File: src/rtl/rf_wb_arbiter.sv
// -----------------------------------------------------------------------------
// rf_wb_arbiter
//
// Owns the single register-file write port. Three writers compete for it:
//   - WB  : in-order pipeline writeback (highest priority, can be stalled)
//   - DIV : multicycle divider result   (long-latency, valid/ready)
//   - MEM : load-return path            (long-latency, valid/ready)
// WB normally wins. A long requester that keeps losing to WB is protected by
// a starvation counter: after STARVE_LIMIT consecutive losses the long
// requester is forced through and WB is stalled for that cycle. DIV and MEM
// share the long slot round-robin.
//
// The block also keeps a 32-entry pending scoreboard of destinations owned by
// in-flight long-latency ops so decode can stall on RAW hazards.
//
// Ports:
//   clk, rst_n                  clock, asynchronous active-low reset
//   wb_we/wb_waddr/wb_wdata     pipeline writeback request
//   wb_stall                    WB must hold; its write is not performed
//   div_valid/waddr/wdata       divider result, div_ready = accepted
//   mem_valid/waddr/wdata       load return,   mem_ready = accepted
//   issue_valid/issue_waddr     long-latency op issued, marks dest pending
//   chk_raddr1/chk_raddr2       decode sources, chk_busy = a source pending
//   rf_we/rf_waddr/rf_wdata     register-file write port
//
// Parameters:
//   STARVE_LIMIT  consecutive losses to WB tolerated by a valid long
//                 requester before WB is stalled for one cycle (1..15)
// -----------------------------------------------------------------------------
module rf_wb_arbiter #(
    parameter int unsigned STARVE_LIMIT = 4
) (
    input  logic        clk,
    input  logic        rst_n,

    input  logic        wb_we,
    input  logic [4:0]  wb_waddr,
    input  logic [31:0] wb_wdata,
    output logic        wb_stall,

    input  logic        div_valid,
    input  logic [4:0]  div_waddr,
    input  logic [31:0] div_wdata,
    output logic        div_ready,

    input  logic        mem_valid,
    input  logic [4:0]  mem_waddr,
    input  logic [31:0] mem_wdata,
    output logic        mem_ready,

    input  logic        issue_valid,
    input  logic [4:0]  issue_waddr,

    input  logic [4:0]  chk_raddr1,
    input  logic [4:0]  chk_raddr2,
    output logic        chk_busy,

    output logic        rf_we,
    output logic [4:0]  rf_waddr,
    output logic [31:0] rf_wdata
);

    localparam logic [3:0] STARVE_MAX = 4'(STARVE_LIMIT);

    typedef enum logic [1:0] {
        GRANT_NONE,
        GRANT_WB,
        GRANT_DIV,
        GRANT_MEM
    } grant_e;

    // State
    logic [31:0] pending;
    logic [3:0]  starve_cnt;
    logic        rr_last;        // 0: DIV granted last, 1: MEM granted last

    // Arbitration signals
    logic        wb_req;
    logic        long_req;
    logic        starved;
    grant_e      long_pick;
    grant_e      grant;
    logic        long_grant;
    logic [4:0]  long_waddr;

    // Scoreboard next-state
    logic [31:0] set_mask;
    logic [31:0] clr_mask;
    logic [31:0] pending_next;

    // -------------------------------------------------------------------------
    // Request qualification and winner selection
    // -------------------------------------------------------------------------
    // A WB write to r0 is architecturally a no-op, so it does not compete for
    // the port and does not count as a loss for the long requesters.
    assign wb_req   = wb_we && (wb_waddr != 5'd0);
    assign long_req = div_valid || mem_valid;
    assign starved  = long_req && (starve_cnt == STARVE_MAX);

    // NOTE: every signal written in an always_comb block gets a default
    // assignment first so no path through the block can leave it unassigned,
    // which would otherwise infer a latch.
    always_comb begin
        long_pick = GRANT_DIV;
        if (div_valid && mem_valid) begin
            // Round-robin: whoever did not win the last long grant goes now.
            long_pick = rr_last ? GRANT_DIV : GRANT_MEM;
        end else if (mem_valid) begin
            long_pick = GRANT_MEM;
        end
    end

    always_comb begin
        grant = GRANT_NONE;
        // Requests seen while reset is asserted are dropped: no ready, no
        // write. Owners re-present them once reset is released.
        if (!rst_n) begin
            grant = GRANT_NONE;
        end else if (starved) begin
            grant = long_pick;
        end else if (wb_req) begin
            grant = GRANT_WB;
        end else if (long_req) begin
            grant = long_pick;
        end
    end

    assign long_grant = (grant == GRANT_DIV) || (grant == GRANT_MEM);
    assign long_waddr = (grant == GRANT_MEM) ? mem_waddr : div_waddr;

    // -------------------------------------------------------------------------
    // Grant outputs
    // -------------------------------------------------------------------------
    always_comb begin
        rf_we     = 1'b0;
        rf_waddr  = 5'd0;
        rf_wdata  = 32'd0;
        div_ready = 1'b0;
        mem_ready = 1'b0;
        unique case (grant)
            GRANT_WB: begin
                rf_we    = 1'b1;
                rf_waddr = wb_waddr;
                rf_wdata = wb_wdata;
            end
            GRANT_DIV: begin
                // A result for r0 is still consumed (ready) but never written.
                div_ready = 1'b1;
                rf_we     = (div_waddr != 5'd0);
                rf_waddr  = div_waddr;
                rf_wdata  = div_wdata;
            end
            GRANT_MEM: begin
                mem_ready = 1'b1;
                rf_we     = (mem_waddr != 5'd0);
                rf_waddr  = mem_waddr;
                rf_wdata  = mem_wdata;
            end
            default: ;
        endcase
    end

    // WB is only stalled when it actually had a write that lost the port.
    assign wb_stall = rst_n && starved && wb_req;

    // -------------------------------------------------------------------------
    // Scoreboard
    // -------------------------------------------------------------------------
    always_comb begin
        set_mask = 32'd0;
        clr_mask = 32'd0;
        if (issue_valid && (issue_waddr != 5'd0)) begin
            set_mask[issue_waddr] = 1'b1;
        end
        if (long_grant) begin
            clr_mask[long_waddr] = 1'b1;
        end
        // Set is applied after clear: a fresh issue to the same register
        // supersedes the result that is retiring this cycle.
        pending_next = (pending & ~clr_mask) | set_mask;
    end

    // Bit 0 of pending is never set, but the explicit r0 tests keep the intent
    // obvious and independent of that invariant.
    assign chk_busy = rst_n &&
                      (((chk_raddr1 != 5'd0) && pending[chk_raddr1]) ||
                       ((chk_raddr2 != 5'd0) && pending[chk_raddr2]));

    // -------------------------------------------------------------------------
    // State registers
    // -------------------------------------------------------------------------
    // NOTE: the pending array is a bank of flops, not a RAM, so it is cleared
    // by reset like any other control state; a stale bit after reset would
    // stall decode forever on a register nobody will write.
    // NOTE: sequential state uses non-blocking assignments so every register
    // samples the pre-edge values regardless of statement order.
    always_ff @(posedge clk or negedge rst_n) begin
        if (!rst_n) begin
            pending    <= 32'd0;
            starve_cnt <= 4'd0;
            rr_last    <= 1'b0;
        end else begin
            pending <= pending_next;
            if (long_grant) begin
                rr_last    <= (grant == GRANT_MEM);
                starve_cnt <= 4'd0;
            end else if (long_req) begin
                if (starve_cnt != STARVE_MAX) begin
                    starve_cnt <= starve_cnt + 4'd1;
                end
            end else begin
                starve_cnt <= 4'd0;
            end
        end
    end

endmodule
File: config.mk
export PLATFORM = sky130hd
export DESIGN_NAME = rf_wb_arbiter
export DESIGN_NICKNAME = d
export VERILOG_FILES = /design/src/rtl/rf_wb_arbiter.sv
export SDC_FILE = /design/constraint.sdc
export NUM_CORES = 1
export LEC_CHECK = 0
export CAP_MARGIN = 10
export CORE_MARGIN = 2
export CORE_UTILIZATION = 37
export DETAILED_ROUTE_END_ITERATION = 10
export GPL_ROUTABILITY_DRIVEN = 0
export PLACE_DENSITY = 0.9
export SETUP_SLACK_MARGIN = 0.2
export SLEW_MARGIN = 20
export SYNTH_ARGS = -nofsm -noshare
export SYNTH_HDL_FRONTEND = slang
export SYNTH_SLANG_ARGS = --single-unit
File: constraint.sdc
create_clock -name clk -period 3.8 [get_ports clk]
set_clock_uncertainty 0.1 [all_clocks]
set_input_delay 1.14 -clock clk [delete_from_list [all_inputs] [get_ports clk]]
set_output_delay 1.14 -clock clk [all_outputs]
set_load 0.02 [all_outputs]
# Yosys cells after proc, flatten, opt, wreduce, memory -nomap -nowiden
# Cells that the tools add are included.
[word_totals] reg_bits=37 input_bits=132 out_inout_bits=42 wordCells=65
[classes] addsub=1 magnitude_cmp=6 n_eq_ne=6 n_mux=26 bitwise_logic=3 reduce_logical=20
[ops] cell="case mux 32 bit (3 select lines)" n=1
[ops] cell="two-way mux 32 bit" n=2
[ops] cell="AND 32 bit" n=1
[ops] cell="NOT 32 bit" n=1
[ops] cell="OR 32 bit" n=1
[ops] cell="nonzero test 5 bit" n=6
[ops] cell="less-than comparator 5 x 6 -> 1 bit (second input constant)" n=4
[ops] cell="case mux 5 bit (3 select lines)" n=1
[ops] cell="two-way mux 4 bit" n=3
[ops] cell="logical AND 1 bit" n=11
[ops] cell="binary-select mux 1 bit (select 5 bit)" n=2
[ops] cell="demux 1 bit (select 5 bit)" n=2
[ops] cell="greater-or-equal comparator 5 x 1 -> 1 bit (second input constant)" n=2
[ops] cell="two-way mux 1 bit" n=9
[ops] cell="two-way mux 2 bit" n=4
[ops] cell="two-way mux 5 bit" n=1
[ops] cell="adder 4 x 1 -> 4 bit (second input constant)" n=1
[ops] cell="equality test 2 bit (second input constant)" n=2
[ops] cell="equality test 4 x 3 -> 1 bit (second input constant)" n=1
[ops] cell="inequality test 4 x 3 -> 1 bit (second input constant)" n=1
[ops] cell="logical OR 1 bit" n=3
[ops] cell="inequality test 3 x 1 -> 1 bit (second input constant)" n=1
[ops] cell="case mux 1 bit (3 select lines)" n=1
[ops] cell="equality test 2 x 1 -> 1 bit (second input constant)" n=1

# Longest topological paths before layout
# Gate-level depths: netlist of the first run.
[logic_depth] word_depth=16 ltp_mapped=10

# Least setup slack after synthesis of the first run
# No wires, ideal clock.
[synth_path] path_kind="input -> output" from="in wb_waddr[2]" to="out rf_waddr[1]" arrival_ps=2795 required_time_ps=2560 path_slack_ps=-235 path_stages=7 path_buffers=2 path_cell_list="or4_4 -> o211ai_4 -> and3_1 -> buf_6 -> buf_12 -> mux2i_1 -> o21ai_1"
[synth_between] elab_chain_cells=7
[synth_lines] item="start, declared" line="37" source="input logic [4:0] wb_waddr,"
[synth_lines] item="nonzero test 5 bit *" line="96" source="assign wb_req = wb_we && (wb_waddr != 5'd0);"
[synth_lines] item="logical AND 1 bit *" line="96"
[synth_lines] item="two-way mux 2 bit *" line="121" source="end else if (wb_req) begin"
[synth_lines] item="two-way mux 2 bit *" line="119" source="end else if (starved) begin"
[synth_lines] item="two-way mux 2 bit *" line="117" source="if (!rst_n) begin"
[synth_lines] item="equality test 2 bit / equality test 2 x 1 -> 1 bit (equally long branches)" line="140" source="unique case (grant)"
[synth_lines] item="case mux 5 bit (3 select lines) *" line="140"
[synth_lines] item="end, declared" line="59" source="output logic [4:0] rf_waddr,"
# Mark *: on every way between the ends. The rest lies on a longest branch, timed or not.

# Worst setup path after layout of the first run
[layout_path] from="in wb_waddr[4]" to="out rf_we"
[layout_between] elab_chain_cells=7
[layout_lines] item="nonzero test 5 bit *" line="96"
[layout_lines] item="logical AND 1 bit *" line="96"
[layout_lines] item="two-way mux 2 bit *" line="121"
[layout_lines] item="two-way mux 2 bit *" line="119"
[layout_lines] item="two-way mux 2 bit *" line="117"
[layout_lines] item="equality test 2 bit / equality test 2 x 1 -> 1 bit (equally long branches)" line="140"
[layout_lines] item="case mux 1 bit (3 select lines) *" line="140"
[layout_lines] item="end, declared" line="58" source="output logic rf_we,"
# Marks and branches as above.

==> summary.txt, run 1 <==
Failing checks: setup timing
Max Fclk: 242 MHz
Std-Cell Rows: 34
Post-synthesis sequential area ratio: 27.1%
Initial Util: 38.1%
Pwr dens: 250 mW/mm^2
DR vias/cell: 6.05
First drt pass iteration count: 5
Initial antenna violation count: 0
Synthesized cell area: 0.00333 mm^2
Die H: 98.8 um
Crit start category: primary input
Post-route setup slack: -0.329 ns
Crit path arrival time: 2.89 ns
Avg Cell Area, Syn: 8.19 um^2
Hold Fails Final Rpt: 0
Vias in the first global route: 4453
Worst-Margin Slew: 0.936 ns
Ys flop type: dfrtp_1
Clock Sinks: 36
Crit path max-delay family: buffers and inverters
All-Layer GR Usage: 27.8%
Buf+Inv Stages, Crit Path: 5
Die Wd: 98.8 um
RSZ-0062 raised after global routing: yes
Slowest stage delay, CP: 0.55 ns
Top area cells in the synthesized netlist: dfrtp_1 27%, nand2_1 13%, mux4_2 9.5%, o221ai_1 8.4%, a22oi_1 7.2%
Count leader, synth: nand2_1
Internal power: 951 uW
Min Hold Slack: 0.445 ns
Area Overhead vs Synth: 76.0%
Worst-path clk slew: 0.08 ns
Initial DRC Count: 702
Sequential fraction of design power: 28.9%
Antenna Nets Post-Route: 0
Fin util: 67.1%
Cell taking the most area after synthesis: dfrtp_1
Synth Register Bits: 36
Crit-path cells: buf_6 -> or4_4 -> buf_4 -> o211ai_1 -> buf_4 -> nor2_4 -> buf_12 -> a21o_1 -> buf_4
Tcrit/Tclk final: 109%
Tot Pwr: 1460 uW
Yosys top cell area share: 27.1%
Port-buffer cells: 173
Die ar.: 0.00976 mm^2
Post-synth ARST share: 100%
Total leakage power: 0.00279 uW
Skew-Pair Late Insertion Delay: 0.30 ns
Slew margin rel.: 37.3%
Grt ovf: 0
First-pass GRT wire length: 22.0 mm
DP HPWL: 10.3 mm
DR DRC count: 0
Final #Nets: 755
Worst path slowest cell: or4_4
Final WL: 15.3 mm
Minimum clock period: 4.13 ns
Post-synth EDFFs: 0
Slew Viols, Final: 0
Endpoints failing setup: 42
Synth warn: 0
IR drop worst, VDD: 0.158 mV
Total of max-cap violations: 0
Status: finished, violations left
H-tree Lvls: 2
Root buf cell: clkbuf_8
Crit path top cell by count: buf_4
Net switching power: 511 uW
Clock power share: 23.6%
ANT cells: 0
Num CTS Buffers: 5
CTS tree: built
Placeable Area: 0.00872 mm^2
Syn nets: 540
Maximum fanout along the worst path: 18
Critical path type: primary input to primary output
Count of cell types in the netlist: 44
Worst EP required: 2.56 ns
Wirelength per Cell: 21.0 um
Post-synth top cells: 116 x nand2_1, 36 x dfrtp_1, 35 x inv_1, 32 x a22oi_1, 32 x o221ai_1
Largest net degree at the start of global routing: 37
CTS max path bufs: 2
Post-Synthesis Cells: 406
Setup crit end kind: primary output
Comb power frac: 47.5%
Sw Ratio: 34.9%
Proportion of layout cells with a drive suffix above 1: 34.7%
Hold WC Path Type: flop to flop
# IOs: 174
Via count: 4420
layer usage:
metal	global-route usage (%)	part of all wire (%)	up-vias	routed length, um
li1	-	-	1901	-
met5	0	0	-	0
met3	5.67	9.3	93	1430
met1	33.4	35	2065	5380
met2	47.5	50	361	7650
met4	13.6	5.7	0	871
cell type report:
type                            instances  area [um^2]
Fill cell                             615         2870
Timing Repair Buffer                  237         2260
Inverter                               35          131
Tap cell                              108          135
Clock inverter                          3         42.5
Sequential cell                        36          901
Multi-Input combinational cell        306         2310
Clock buffer                            5         68.8
kinds of logic (layout without fill, tap and decap cells):
kind of cell             count (synthesis)  count (layout)  synth area share, %
AO/OA/AOI/OAI                           88              88                 21.4
XOR/XNOR                                 1               1                0.263
adder cells (fa/ha/maj)                  2               2                0.752
buffers and inverters                   64             280                 10.2
flip-flops                              36              36                 27.1
multiplexers                            32              32                 15.2
AND/OR/NAND/NOR                        183             183                 25.1
worst paths after layout:
| check | startpoint | slack [ns] | to | cells after the start |
|---|---|---|---|---|
| worst max register to register | starve_cnt[0]$_DFFE_PN0P_ | 0.99 | pending[27]$_DFF_PN0_ | 10 |
| max in group asynchronous | rst_n | 1.79 | pending[4]$_DFF_PN0_ | 4 |
| worst min-delay path | starve_cnt[3]$_DFFE_PN0P_ | 0.45 | starve_cnt[3]$_DFFE_PN0P_ | 2 |
| worst min register to register | starve_cnt[3]$_DFFE_PN0P_ | 0.45 | starve_cnt[3]$_DFFE_PN0P_ | 2 |
| worst max-delay path | wb_waddr[4] | -0.33 | rf_we | 9 |
| min in group asynchronous | rst_n | 1.18 | starve_cnt[2]$_DFFE_PN0P_ | 3 |
stage by stage:
stage | setup TNS, ns | worst slack (ns) | instances | instance area [um^2]
6_report | -11.55 | -0.329 | 730 | 5850
5_1_grt | -13.92 | -0.379 | 730 | 5850
4_1_cts | -9.70 | -0.309 | 724 | 5670
3_5_place_dp | -43.37 | -1.12 | 706 | 5480
3_3_place_gp | -40.25 | -0.999 | 706 | 5480
2_1_floorplan | -4.91 | -0.176 | 406 | 3480
sequential cells by signal (all words and copies together), names as in the netlist:
register and count:
rr_last 1, starve_cnt 4, pending 31
tightest hold or removal path, stage by stage, from the launching register on:
cell     delay, ns
dfrtp_1       0.36
xor2_1        0.07
nor2_1        0.07
layout by cell type (no fill, tap or decap), types with 2 or more instances in the layout:
master	count
mux2_2	4
a221oi_2	2
mux2i_1	10
buf_4	81
o221ai_1	32
and3b_1	2
nor2b_1	5
a21o_1	2
o21ai_2	3
a2111oi_2	2
mux2_4	2
mux4_2	14
ha_1	2
dfrtp_1	36
dlymetal6s2s_1	5
o211ai_1	5
nand2_2	47
buf_12	3
clkbuf_2	2
nand3b_1	7
nor2_1	12
a22oi_2	5
nand3_1	10
inv_1	34
nor2b_2	2
clkdlybuf4s50_1	117
nand2_1	69
o21ai_0	3
nand2b_1	3
nor3_1	5
a22oi_1	29
clkbuf_8	5
buf_6	23
mux2i_2	2
nor3b_1	7
what timing repair did:
| item | CTS | global route |
|---|---|---|
| hold buffers | 0 | 0 |
| gates cloned | 2 | 2 |
| endpoints found under the setup margin | 42 | 42 |
| resized for setup | 261 | 47 |
| pin swaps | 8 | 11 |
| buffers inserted | 8 | 4 |
power by group through the flow:
| stage | clock, uW | combinational, uW | sequential, uW |
|---|---|---|---|
| global placement | 0 | 615 | 425 |
| global route | 361 | 738 | 425 |
| CTS | 342 | 646 | 421 |
| detailed placement | 0 | 631 | 428 |
| finish | 345 | 695 | 423 |
| floorplan | 0 | 307 | 422 |
Note: power is estimated with default switching activity, not from simulation.
==> inputs of run 2 (changes only) <==
--- a/config.mk
+++ b/config.mk
@@ -8,6 +8,7 @@
 export CAP_MARGIN = 10
 export CORE_MARGIN = 2
 export CORE_UTILIZATION = 37
+export CTS_CLUSTER_DIAMETER = 60
 export DETAILED_ROUTE_END_ITERATION = 10
 export GPL_ROUTABILITY_DRIVEN = 0
 export PLACE_DENSITY = 0.9
==> results of run 2 <==
The final DEF is identical to that of run 1; final timing and power are the same.
==> inputs of run 3 (changes only) <==
--- a/config.mk
+++ b/config.mk
@@ -5,13 +5,14 @@
 export SDC_FILE = /design/constraint.sdc
 export NUM_CORES = 1
 export LEC_CHECK = 0
-export CAP_MARGIN = 10
+export ABC_AREA = 1
+export CAP_MARGIN = 40
 export CORE_MARGIN = 2
 export CORE_UTILIZATION = 37
 export CTS_CLUSTER_DIAMETER = 60
 export DETAILED_ROUTE_END_ITERATION = 10
 export GPL_ROUTABILITY_DRIVEN = 0
-export PLACE_DENSITY = 0.9
+export PLACE_DENSITY = 0.89
 export SETUP_SLACK_MARGIN = 0.2
 export SLEW_MARGIN = 20
 export SYNTH_ARGS = -nofsm -noshare
==> summary.txt, run 3 <==
Slew Viols, Final: 0
# IOs: 174
ANT cells: 0
DP HPWL: 11.3 mm
H-tree Lvls: 2
Initial Util: 37.6%
Largest net degree at the start of global routing: 28
Skew-Pair Late Insertion Delay: 0.30 ns
Synth warn: 0
Die Wd: 101 um
Reg2reg end: pending[29]$_DFF_PN0_
Clock Sinks: 37
IR drop worst, VDD: 0.347 mV
Proportion of layout cells with a drive suffix above 1: 30.8%
Synthesized cell area: 0.00345 mm^2
Std-Cell Rows: 35
Final #Nets: 962
Post-synth ARST share: 100%
Total leakage power: 0.00326 uW
Initial antenna violation count: 0
Num CTS Buffers: 5
Pwr dens: 302 mW/mm^2
Yosys top cell area share: 26.9%
Crit. path cell count: 11
DR vias/cell: 5.79
Biggest regs: pending: 32 flops, starve_cnt: 4 flops, rr_last: 1 flops
Minimum clock period: 3.81 ns
Worst-path clk slew: 0.07 ns
Post-synth EDFFs: 0
Post-synth top cells: 227 x nand2_1, 81 x nand3_1, 59 x inv_1, 37 x dfrtp_1, 23 x o21bai_1
Buf+Inv Stages, Crit Path: 4
Slew margin rel.: 47.8%
Wirelength per Cell: 20.2 um
Maximum fanout along the worst path: 4
Endpoints failing setup: 1
Vias in the first global route: 5260
R2R Setup Slk: 1.28 ns
Antenna Nets Post-Route: 0
Largest register by flop count: pending
CTS max path bufs: 2
Failing checks: setup timing
Crit path arrival time: 2.57 ns
Fin util: 72.7%
CTS tree: built
Count leader, synth: nand2_1
Status: finished, violations left
Die H: 101 um
Area Overhead vs Synth: 93.1%
Crit path to: rf_waddr[1]
RSZ-0062 raised after global routing: yes
Hold WC Path Type: flop to flop
RR Startpoint: starve_cnt[0]$_DFFE_PN0P_
Port-buffer cells: 173
Slowest stage delay, CP: 0.18 ns
Max Fclk: 262 MHz
Post-route setup slack: -0.0115 ns
First drt pass iteration count: 6
DR DRC count: 0
Via count: 5441
Total of max-cap violations: 0
First-pass GRT wire length: 26.4 mm
Final WL: 19.0 mm
Post-Synthesis Cells: 571
Synth Register Bits: 37
Hold Fails Final Rpt: 0
Placed Area: 0.00561 mm^2
Setup crit end kind: primary output
Initial DRC Count: 657
Die ar.: 0.0101 mm^2
Ys flop type: dfrtp_1
Critical path type: primary input to primary output
Tcrit/Tclk final: 100%
Final instance area: 0.00666 mm^2
Crit-path cells: buf_2 -> nor2_4 -> nand3_2 -> nand3_4 -> buf_6 -> nand3_4 -> buf_4 -> nand2_1 -> nand2_1 -> o22ai_2 -> buf_6
Post-synthesis sequential area ratio: 26.9%
Worst-case reg-to-reg path depth: 13
Crit path max-delay family: simple AND/OR/NAND/NOR gates
Syn nets: 705
Grt ovf: 0
CTS Hold Bufs: 0
Avg Cell Area, Syn: 6.03 um^2
Commonest non-fill, non-tap cell in the layout: nand2_1
Crit start category: primary input
All-Layer GR Usage: 33.4%
Top area cells in the synthesized netlist: dfrtp_1 27%, nand2_1 25%, nand3_1 12%, inv_1 6.4%, o21bai_1 5.0%
Root buf cell: clkbuf_8
Cell taking the most area after synthesis: dfrtp_1
Worst path slowest cell: buf_4
Worst EP required: 2.56 ns
Largest register FFs: 32
Commonest non-fill, non-tap cells in the layout: 207 x nand2_1, 114 x clkdlybuf4s50_1, 87 x buf_4, 58 x nand3_1, 53 x inv_1
Count of cell types in the netlist: 35
CP startpoint: wb_waddr[3]
Placeable Area: 0.00915 mm^2
Worst-Margin Slew: 0.776 ns
## run 3: logic make-up after synthesis
group | share of synthesized area, %
compound gates | 15.3
simple gates | 46.5
xor+xnor | 0.254
buf+inv | 10.4
flops | 26.9
fa+ha+maj | 0.726
## run 3: timing repair
| action | in CTS | in global routing |
|---|---|---|
| setup endpoints to repair | 42 | 43 |
| pin swaps | 19 | 24 |
| gates resized for setup | 304 | 116 |
| cloned | 7 | 3 |
| setup buffers | 30 | 8 |
## run 3: final cells by class
| type | count | area (um^2) |
|---|---|---|
| clock buffers | 6 | 82.6 |
| clock inverters | 2 | 37.5 |
| fillers | 653 | 2500 |
| inverters | 67 | 295 |
| multi-input cells | 448 | 2510 |
| flip-flops and latches | 37 | 926 |
| well taps | 111 | 139 |
| repair buffers | 268 | 2660 |
| repair inverters | 1 | 7.51 |
## run 3: how the worst min path moves through the flow
stage / from / to / depth (start not counted)
detailed placement: pending[26]$_DFF_PN0_ / pending[26]$_DFF_PN0_ / 2
global route: pending[26]$_DFF_PN0_ / pending[26]$_DFF_PN0_ / 2
CTS: rr_last$_DFFE_PN0P_ / rr_last$_DFFE_PN0P_ / 2
global placement: rr_last$_DFFE_PN0P_ / rr_last$_DFFE_PN0P_ / 2
floorplan: pending[26]$_DFF_PN0_ / pending[26]$_DFF_PN0_ / 2
finish: pending[26]$_DFF_PN0_ / pending[26]$_DFF_PN0_ / 2
## run 3: power by group
part           switching, uW  total (uW)  leakage, uW  internal [uW]
combinational            578        1080      0.00280            498
clock                    150         363    0.0000574            213
sequential              79.5         572     0.000401            492
## run 3: through the flow
step | TNS [ns] | worst slack (ns) | power, uW | cells | hold WS, ns
after floorplan | 0 | 0.286 | 992 | 571 | 0.342
after global placement | -27.24 | -0.707 | 1390 | 884 | 0.358
after detailed placement | -28.79 | -0.775 | 1430 | 884 | 0.363
after CTS | 0 | 0.200 | 1850 | 929 | 0.388
after global routing | -0.0453 | -0.0416 | 2100 | 940 | 0.430
final | -0.0115 | -0.0115 | 2010 | 940 | 0.412
## run 3: worst register-to-register path: stages, from the launching register on
cell,delay (ns)
dfrtp_1,0.39
inv_1,0.09
ha_1,0.26
nand3_4,0.12
nand3_4,0.10
buf_6,0.15
nand3_4,0.10
buf_4,0.15
buf_4,0.20
nand2_1,0.13
nand2_2,0.17
nand3_1,0.17
o21bai_1,0.19
nand2_1,0.08
## run 3: routing by layer
layer | share of wire (%) | track usage, %
met5 | 0 | 0
met4 | 6.9 | 16.8
met3 | 11 | 6.73
met2 | 48 | 58.7
met1 | 34 | 38.5
